===== config.mk =====
export PLATFORM = sky130hd
export DESIGN_NAME = fifo_stream_reader_flat
export DESIGN_NICKNAME = d
export VERILOG_FILES = /design/src/rtl/fifo_reader_pkg.sv /design/src/rtl/fifo_stream_reader_if.sv /design/src/rtl/fifo_reader_skid_buf.sv /design/src/rtl/fifo_stream_reader.sv /design/src/flat_wrapper.sv
export SDC_FILE = /design/constraint.sdc
export NUM_CORES = 1
export LEC_CHECK = 0
export ABC_CLOCK_PERIOD_IN_PS = 3750
export CELL_PAD_IN_SITES_DETAIL_PLACEMENT = 1
export CELL_PAD_IN_SITES_GLOBAL_PLACEMENT = 1
export CORE_MARGIN = 5
export CORE_UTILIZATION = 40
export CTS_CLUSTER_SIZE = 30
export DETAILED_ROUTE_END_ITERATION = 8
export PLACE_DENSITY_LB_ADDON = 0.05
export SLEW_MARGIN = 20
export SYNTH_ARGS = -nofsm -noshare
export SYNTH_HDL_FRONTEND = slang
export SYNTH_SLANG_ARGS = --single-unit

===== constraint.sdc =====
create_clock -name clk -period 3.75 [get_ports clk]
set_input_delay 0.75 -clock clk [delete_from_list [all_inputs] [get_ports clk]]
set_output_delay 0.75 -clock clk [all_outputs]
set_load 0.02 [all_outputs]

===== src/rtl/fifo_reader_pkg.sv =====
// Shared types and constants for the FIFO stream reader: FSM state encoding and
// default sizing used by the reader top level, its buffer and its interface.
package fifo_reader_pkg;

    localparam int DATA_W_DEF    = 4;
    localparam int BUF_DEPTH_MIN = 2;

    typedef enum logic [1:0] {
        ST_IDLE = 2'd0,
        ST_RUN  = 2'd1,
        ST_STOP = 2'd2
    } state_t;

endpackage


===== src/rtl/fifo_stream_reader_if.sv =====
// FIFO read port plus valid/ready output stream for fifo_stream_reader.
// The master modport is the reader side; the slave modport is the FIFO/consumer side.
interface fifo_stream_reader_if
    import fifo_reader_pkg::*;
#(
    parameter int DATA_W = DATA_W_DEF
);

    logic              fifo_empty;
    logic [DATA_W-1:0] fifo_data;
    logic              fifo_read;
    logic              m_valid;
    logic [DATA_W-1:0] m_data;
    logic              m_ready;

    modport master (
        input  fifo_empty,
        input  fifo_data,
        input  m_ready,
        output fifo_read,
        output m_valid,
        output m_data
    );

    modport slave (
        output fifo_empty,
        output fifo_data,
        output m_ready,
        input  fifo_read,
        input  m_valid,
        input  m_data
    );

endinterface


===== src/rtl/fifo_reader_skid_buf.sv =====
// BUF_DEPTH-entry circular buffer holding words fetched from the FIFO until the
// stream consumer accepts them. The caller guarantees a push never lands on a full buffer.
module fifo_reader_skid_buf
    import fifo_reader_pkg::*;
#(
    parameter  int DATA_W    = DATA_W_DEF,
    parameter  int BUF_DEPTH = 3,
    localparam int CNT_BITS  = $clog2(BUF_DEPTH + 1),
    localparam int PTR_BITS  = $clog2(BUF_DEPTH)
) (
    input  logic                clk,
    input  logic                rst,
    input  logic                push,
    input  logic [DATA_W-1:0]   push_data,
    input  logic                pop,
    output logic [CNT_BITS-1:0] count,
    output logic [DATA_W-1:0]   head_data
);

    logic [DATA_W-1:0]   mem [BUF_DEPTH];
    logic [PTR_BITS-1:0] head_q;
    logic [PTR_BITS-1:0] tail_q;
    logic                do_pop;

    function automatic logic [PTR_BITS-1:0] ptr_inc(input logic [PTR_BITS-1:0] p);
        return (p == PTR_BITS'(BUF_DEPTH - 1)) ? '0 : p + PTR_BITS'(1);
    endfunction

    assign do_pop = pop && (count != '0);

    always_ff @(posedge clk) begin
        if (rst) begin
            head_q <= '0;
            tail_q <= '0;
            count  <= '0;
            // NOTE: storage is reset too so the stream word reads 0 out of reset;
            // with only a few entries this costs nothing worth saving.
            for (int i = 0; i < BUF_DEPTH; i++) begin
                mem[i] <= '0;
            end
        end else begin
            if (push) begin
                mem[tail_q] <= push_data;
                tail_q      <= ptr_inc(tail_q);
            end
            if (do_pop) begin
                head_q <= ptr_inc(head_q);
            end
            // Simultaneous push and pop leaves occupancy unchanged.
            case ({push, do_pop})
                2'b10:   count <= count + CNT_BITS'(1);
                2'b01:   count <= count - CNT_BITS'(1);
                default: count <= count;
            endcase
        end
    end

    assign head_data = mem[head_q];

endmodule


===== src/rtl/fifo_stream_reader.sv =====
// Read-side master for a registered-output FIFO, re-presenting words on a valid/ready stream.
// Optional macro FIFO_READER_WCOUNT_EN builds the accepted-beat counter; otherwise word_count is 0.
module fifo_stream_reader
    import fifo_reader_pkg::*;
#(
    parameter int DATA_W    = DATA_W_DEF,
    parameter int BUF_DEPTH = 3,
    parameter int CNT_W     = 16
) (
    input  logic                 clk,
    input  logic                 rst,
    input  logic                 enable,
    fifo_stream_reader_if.master bus,
    output logic                 busy,
    output logic [CNT_W-1:0]     word_count
);

    localparam int CNT_BITS = $clog2(BUF_DEPTH + 1);
    localparam int SUM_W    = CNT_BITS + 1;

    if (BUF_DEPTH < BUF_DEPTH_MIN) begin : g_depth_check
        $error("fifo_stream_reader: BUF_DEPTH must be at least %0d", BUF_DEPTH_MIN);
    end

    state_t              state_q;
    state_t              state_d;
    logic                fifo_read_q;
    logic                in_flight_q;
    logic                read_d;
    logic                pop;
    logic [CNT_BITS-1:0] count;
    logic [DATA_W-1:0]   head_data;
    logic [SUM_W-1:0]    credit_used;

    assign pop = bus.m_valid && bus.m_ready;

    fifo_reader_skid_buf #(
        .DATA_W    (DATA_W),
        .BUF_DEPTH (BUF_DEPTH)
    ) u_buf (
        .clk       (clk),
        .rst       (rst),
        .push      (in_flight_q),
        .push_data (bus.fifo_data),
        .pop       (pop),
        .count     (count),
        .head_data (head_data)
    );

    // Every word already held or still on its way reserves a slot; pops in the
    // current cycle are not credited, which keeps ready off the read path.
    assign credit_used = SUM_W'(count) + SUM_W'(in_flight_q) + SUM_W'(fifo_read_q);
    assign read_d      = enable && !bus.fifo_empty && (credit_used < SUM_W'(BUF_DEPTH));

    // NOTE: sequential state uses non-blocking assignments so every register
    // samples the values from before the clock edge.
    always_ff @(posedge clk) begin
        if (rst) begin
            fifo_read_q <= 1'b0;
            in_flight_q <= 1'b0;
        end else begin
            fifo_read_q <= read_d;
            in_flight_q <= fifo_read_q;
        end
    end

    always_ff @(posedge clk) begin
        if (rst) begin
            state_q <= ST_IDLE;
        end else begin
            state_q <= state_d;
        end
    end

    always_comb begin
        // NOTE: default first, so no path through the case leaves state_d unassigned (no latch).
        state_d = state_q;
        unique case (state_q)
            ST_IDLE: begin
                if (enable) state_d = ST_RUN;
            end
            ST_RUN: begin
                if (!enable) state_d = ST_STOP;
            end
            ST_STOP: begin
                if (enable) begin
                    state_d = ST_RUN;
                end else if ((count == '0) && !in_flight_q && !fifo_read_q) begin
                    state_d = ST_IDLE;
                end
            end
            default: state_d = ST_IDLE;
        endcase
    end

    always_comb begin
        busy          = (state_q != ST_IDLE);
        bus.fifo_read = fifo_read_q;
        bus.m_valid   = (count != '0);
        bus.m_data    = head_data;
    end

`ifdef FIFO_READER_WCOUNT_EN
    logic [CNT_W-1:0] word_count_q;

    always_ff @(posedge clk) begin
        if (rst) begin
            word_count_q <= '0;
        end else if (pop) begin
            word_count_q <= word_count_q + CNT_W'(1);
        end
    end

    assign word_count = word_count_q;
`else
    assign word_count = '0;
`endif

endmodule


===== src/flat_wrapper.sv =====
// flat-port wrapper written by rule: the top's interface ports become plain ports
module fifo_stream_reader_flat import fifo_reader_pkg::*;
#(
    parameter int DATA_W    = DATA_W_DEF,
    parameter int BUF_DEPTH = 3,
    parameter int CNT_W     = 16
)
  (clk, rst, enable, busy, word_count, bus_fifo_empty, bus_fifo_data, bus_m_ready, bus_fifo_read, bus_m_valid, bus_m_data);
  fifo_stream_reader_if #(.DATA_W(DATA_W)) bus_i ();
  input  logic clk;
  input  logic rst;
  input  logic enable;
  output logic busy;
  output logic [CNT_W-1:0] word_count;
  input wire logic [$bits(bus_i.fifo_empty)-1:0] bus_fifo_empty;
  input wire logic [$bits(bus_i.fifo_data)-1:0] bus_fifo_data;
  input wire logic [$bits(bus_i.m_ready)-1:0] bus_m_ready;
  output wire logic [$bits(bus_i.fifo_read)-1:0] bus_fifo_read;
  output wire logic [$bits(bus_i.m_valid)-1:0] bus_m_valid;
  output wire logic [$bits(bus_i.m_data)-1:0] bus_m_data;
  assign bus_i.fifo_empty = bus_fifo_empty;
  assign bus_i.fifo_data = bus_fifo_data;
  assign bus_i.m_ready = bus_m_ready;
  assign bus_fifo_read = bus_i.fifo_read;
  assign bus_m_valid = bus_i.m_valid;
  assign bus_m_data = bus_i.m_data;
  fifo_stream_reader #(.DATA_W(DATA_W), .BUF_DEPTH(BUF_DEPTH), .CNT_W(CNT_W)) u_core (.clk(clk), .rst(rst), .enable(enable), .bus(bus_i), .busy(busy), .word_count(word_count));
endmodule

==> summary.md <==
| Metric | Value |
|---|---|
| Maximum VDD drop | `167 uV` |
| RSZ-0062 raised after global routing | `no` |
| Vias | `759` |
| Avg Cell Area, Syn | `12.8 um2` |
| Crit share post-route | `71.0%` |
| Largest net degree at the start of global routing | `17` |
| Clock H-tree levels | `1` |
| # diodes | `0` |
| Hold buffer count at CTS | `0` |
| Pwr dens | `378 nW/um2` |
| Internal Power | `0.416 mW` |
| Chip height | `67.2 um` |
| Global-route wire length before repair | `3790 um` |
| Final Net Count | `132` |
| Critical Path Sink Type | `output pin` |
| Worst Skew | `0.00640 ns` |
| Final setup viols | `0` |
| Status | `complete, no violations` |
| Starting Density | `42.2%` |
| Clk Latency, worst-skew pair | `0.32 ns` |
| Max Root-Sink Buffers | `2` |
| Number of synthesized flops with an enable pin | `16` |
| Port Buffer Count | `15` |
| Post-Syn Area | `1310 um2` |
| Non-filler instance count after layout | `163` |
| Post-synth top area share | `36.7%` |
| Worst Hold Path EP | `u_core.state_q[0]$_SDFFE_PP0P_` |
| Ranking of synthesized cells by area | `edfxtp_1 37%, dfxtp_1 18%, buf_4 9.2%, mux4_2 6.9%, and2_1 5.7%` |
| Clock power frac | `22.4%` |
| Share of cells above drive strength 1 | `9.24%` |
| I/O pin total | `32` |
| Hold Path Origin | `u_core.state_q[0]$_SDFFE_PP0P_` |
| Required @ worst endpoint | `3.00 ns` |
| Core area | `3100 um2` |
| Area growth, synth to finish | `12.5%` |
| Worst Hold Path Cells | `1` |
| Detailed-route wire length | `2330 um` |
| Vias in the first global route | `785` |
| Power, Total | `0.557 mW` |
| Post-cts repair resize count | `0` |
| CP Launch Type | `flip-flop` |
| # rows | `20` |
| CTS sink cnt | `28` |
| Clock root buffer | `clkbuf_4` |
| Die width | `67.2 um` |
| ANT nets after route | `0` |
| Flops & latches, synth | `28` |
| Synth Instances | `102` |
| Setup TNS | `0 ns` |
| Detailed Place HPWL | `1900 um` |
| Reg-to-Reg End | `u_core.u_buf.count[1]$_SDFFE_PP0P_` |
| Fill count | `365` |
| Final hold viol count | `0` |
| Final Slew Violations | `0` |
| Synth warnings | `0` |
| Reg clk slew, reported paths | `0.14 ns` |
| Worst min-delay path category | `flip-flop to flip-flop` |
| CP Class | `flip-flop to output pin` |
| Top achievable clock speed | `0.376 GHz` |
| Seq pwr share | `62.5%` |
| Reg-to-reg startpoint | `u_core.u_buf.count[0]$_SDFFE_PP0P_` |
| CTS tree | `done` |
| Worst Path Max Fanout | `4` |
| Pre-antenna DRT Iters | `3` |
| Slew @ Worst Pin | `0.558 ns` |
| TritonCTS buffer count | `3` |
| Gate power share | `15.2%` |
| Final Hold Slack | `0.484 ns` |
| Slew HR | `62.7%` |
| Tmin final | `2.66 ns` |
| Top cell type by total area after synthesis | `edfxtp_1` |
| Gr usage total | `11.3%` |
| Antenna violations before repair | `0` |
| Register area share after synthesis | `55.0%` |
| Arrival @ worst endpoint | `1.91 ns` |
| Net Sw Power | `0.141 mW` |
| Most frequent cells in the layout | `16 x conb_1, 16 x edfxtp_1, 15 x clkdlybuf4s50_1` |
| Lkg Pwr | `0.546 nW` |
| FF-to-FF path depth | `5` |
| Placed cells | `159` |
| Initial DRC count | `9` |
| Total gr overflow | `0` |
| Vias per std cell | `4.66` |
| Die area | `4520 um2` |
| Synth cell types | `33` |
| GP Congestion | `0.755` |
| Post-CTS Setup Inserts | `0` |
| Net Sw Frac | `25.4%` |
| Async set-reset flop share out of synthesis | `0%` |
| WL per Instance | `14.3 um` |
| FF-to-FF setup slack | `2.07 ns` |
| Synth Flop Type | `edfxtp_1` |
| DR DRC count | `0` |
| Max-cap viol count | `0` |
==> per-layer routing <==
layer,GRT usage [%],routed length (um),vias up
met2,18.5,1130,22
li1,-,-,365
met5,0,0,-
met4,3.80,19,0
met3,2.83,114,2
met1,14.6,1070,370
==> worst max path at each step <==
stage | start | endpoint | slack, ns
2_1_floorplan | flip-flop | bus_m_data[0] | 1.98
5_1_grt | flip-flop | bus_m_data[1] | 0.98
4_1_cts | flip-flop | bus_m_data[1] | 1.06
3_5_place_dp | rst | u_core.u_buf.mem[2][0]$_SDFFCE_PN0P_ | 1.29
6_report | flip-flop | bus_m_data[1] | 1.09
3_3_place_gp | rst | u_core.u_buf.mem[1][0]$_SDFFCE_PN0P_ | 1.31
==> critical path, stage by stage, from the launching register on <==
cell             delay [ns]
dfxtp_1                0.49
mux4_2                 0.53
clkdlybuf4s50_1        0.56
==> per-stage QoR <==
stage          instance area (um2)  worst slack [ns]  util, %
2_1_floorplan                 1370              1.98        -
3_3_place_gp                  1450              1.31     46.7
3_5_place_dp                  1450              1.29     46.7
4_1_cts                       1470              1.06     47.5
5_1_grt                       1470             0.975     47.5
6_report                      1470              1.09     47.5
==> state kept, by name, summed over array words and instances (netlist names), named ones only <==
name,cells
u_core.u_buf.mem,16
u_core.state_q,2
u_core.u_buf.count,2
u_core.u_buf.head_q,2
u_core.u_buf.tail_q,2
u_core.bus.fifo_read,1
u_core.in_flight_q,1
==> cells by family after synthesis <==
family,share of synthesized area (%)
flops,55.0
compound gates,4.68
mux,7.74
buf+inv,10.0
other cells,0.286
xor+xnor,1.34
fa+ha+maj,3.44
simple gates,17.5
==> power groups by stage <==
stage | sequential, mW | clock (mW) | combinational (mW)
2_1_floorplan | 0.352 | 0 | 0.0658
3_3_place_gp | 0.355 | 0 | 0.0823
3_5_place_dp | 0.355 | 0 | 0.0845
4_1_cts | 0.348 | 0.128 | 0.0852
5_1_grt | 0.350 | 0.146 | 0.0920
6_report | 0.348 | 0.125 | 0.0846
==> area by class of cell <==
| type | count | area [um2] | share of cell area, % |
|---|---|---|---|
| flip-flops and latches | 28 | 721 | 48.9 |
| multi-input cells | 70 | 514 | 34.9 |
| repair buffers | 15 | 150 | 10.2 |
| well taps | 44 | 55.1 | 3.74 |
| clock buffers | 4 | 26.3 | 1.78 |
| inverters | 2 | 7.51 | 0.509 |
==> Yosys cell counts (all sizes together) (2+ instances only) <==
master   n
a21oi    6
and2    12
buf     16
dfxtp   12
edfxtp  16
ha       2
inv      2
mux4     4
nand2    3
nor2     2
o21ai    2
or2      5
or3      2
(Power assumes the default switching activity.)
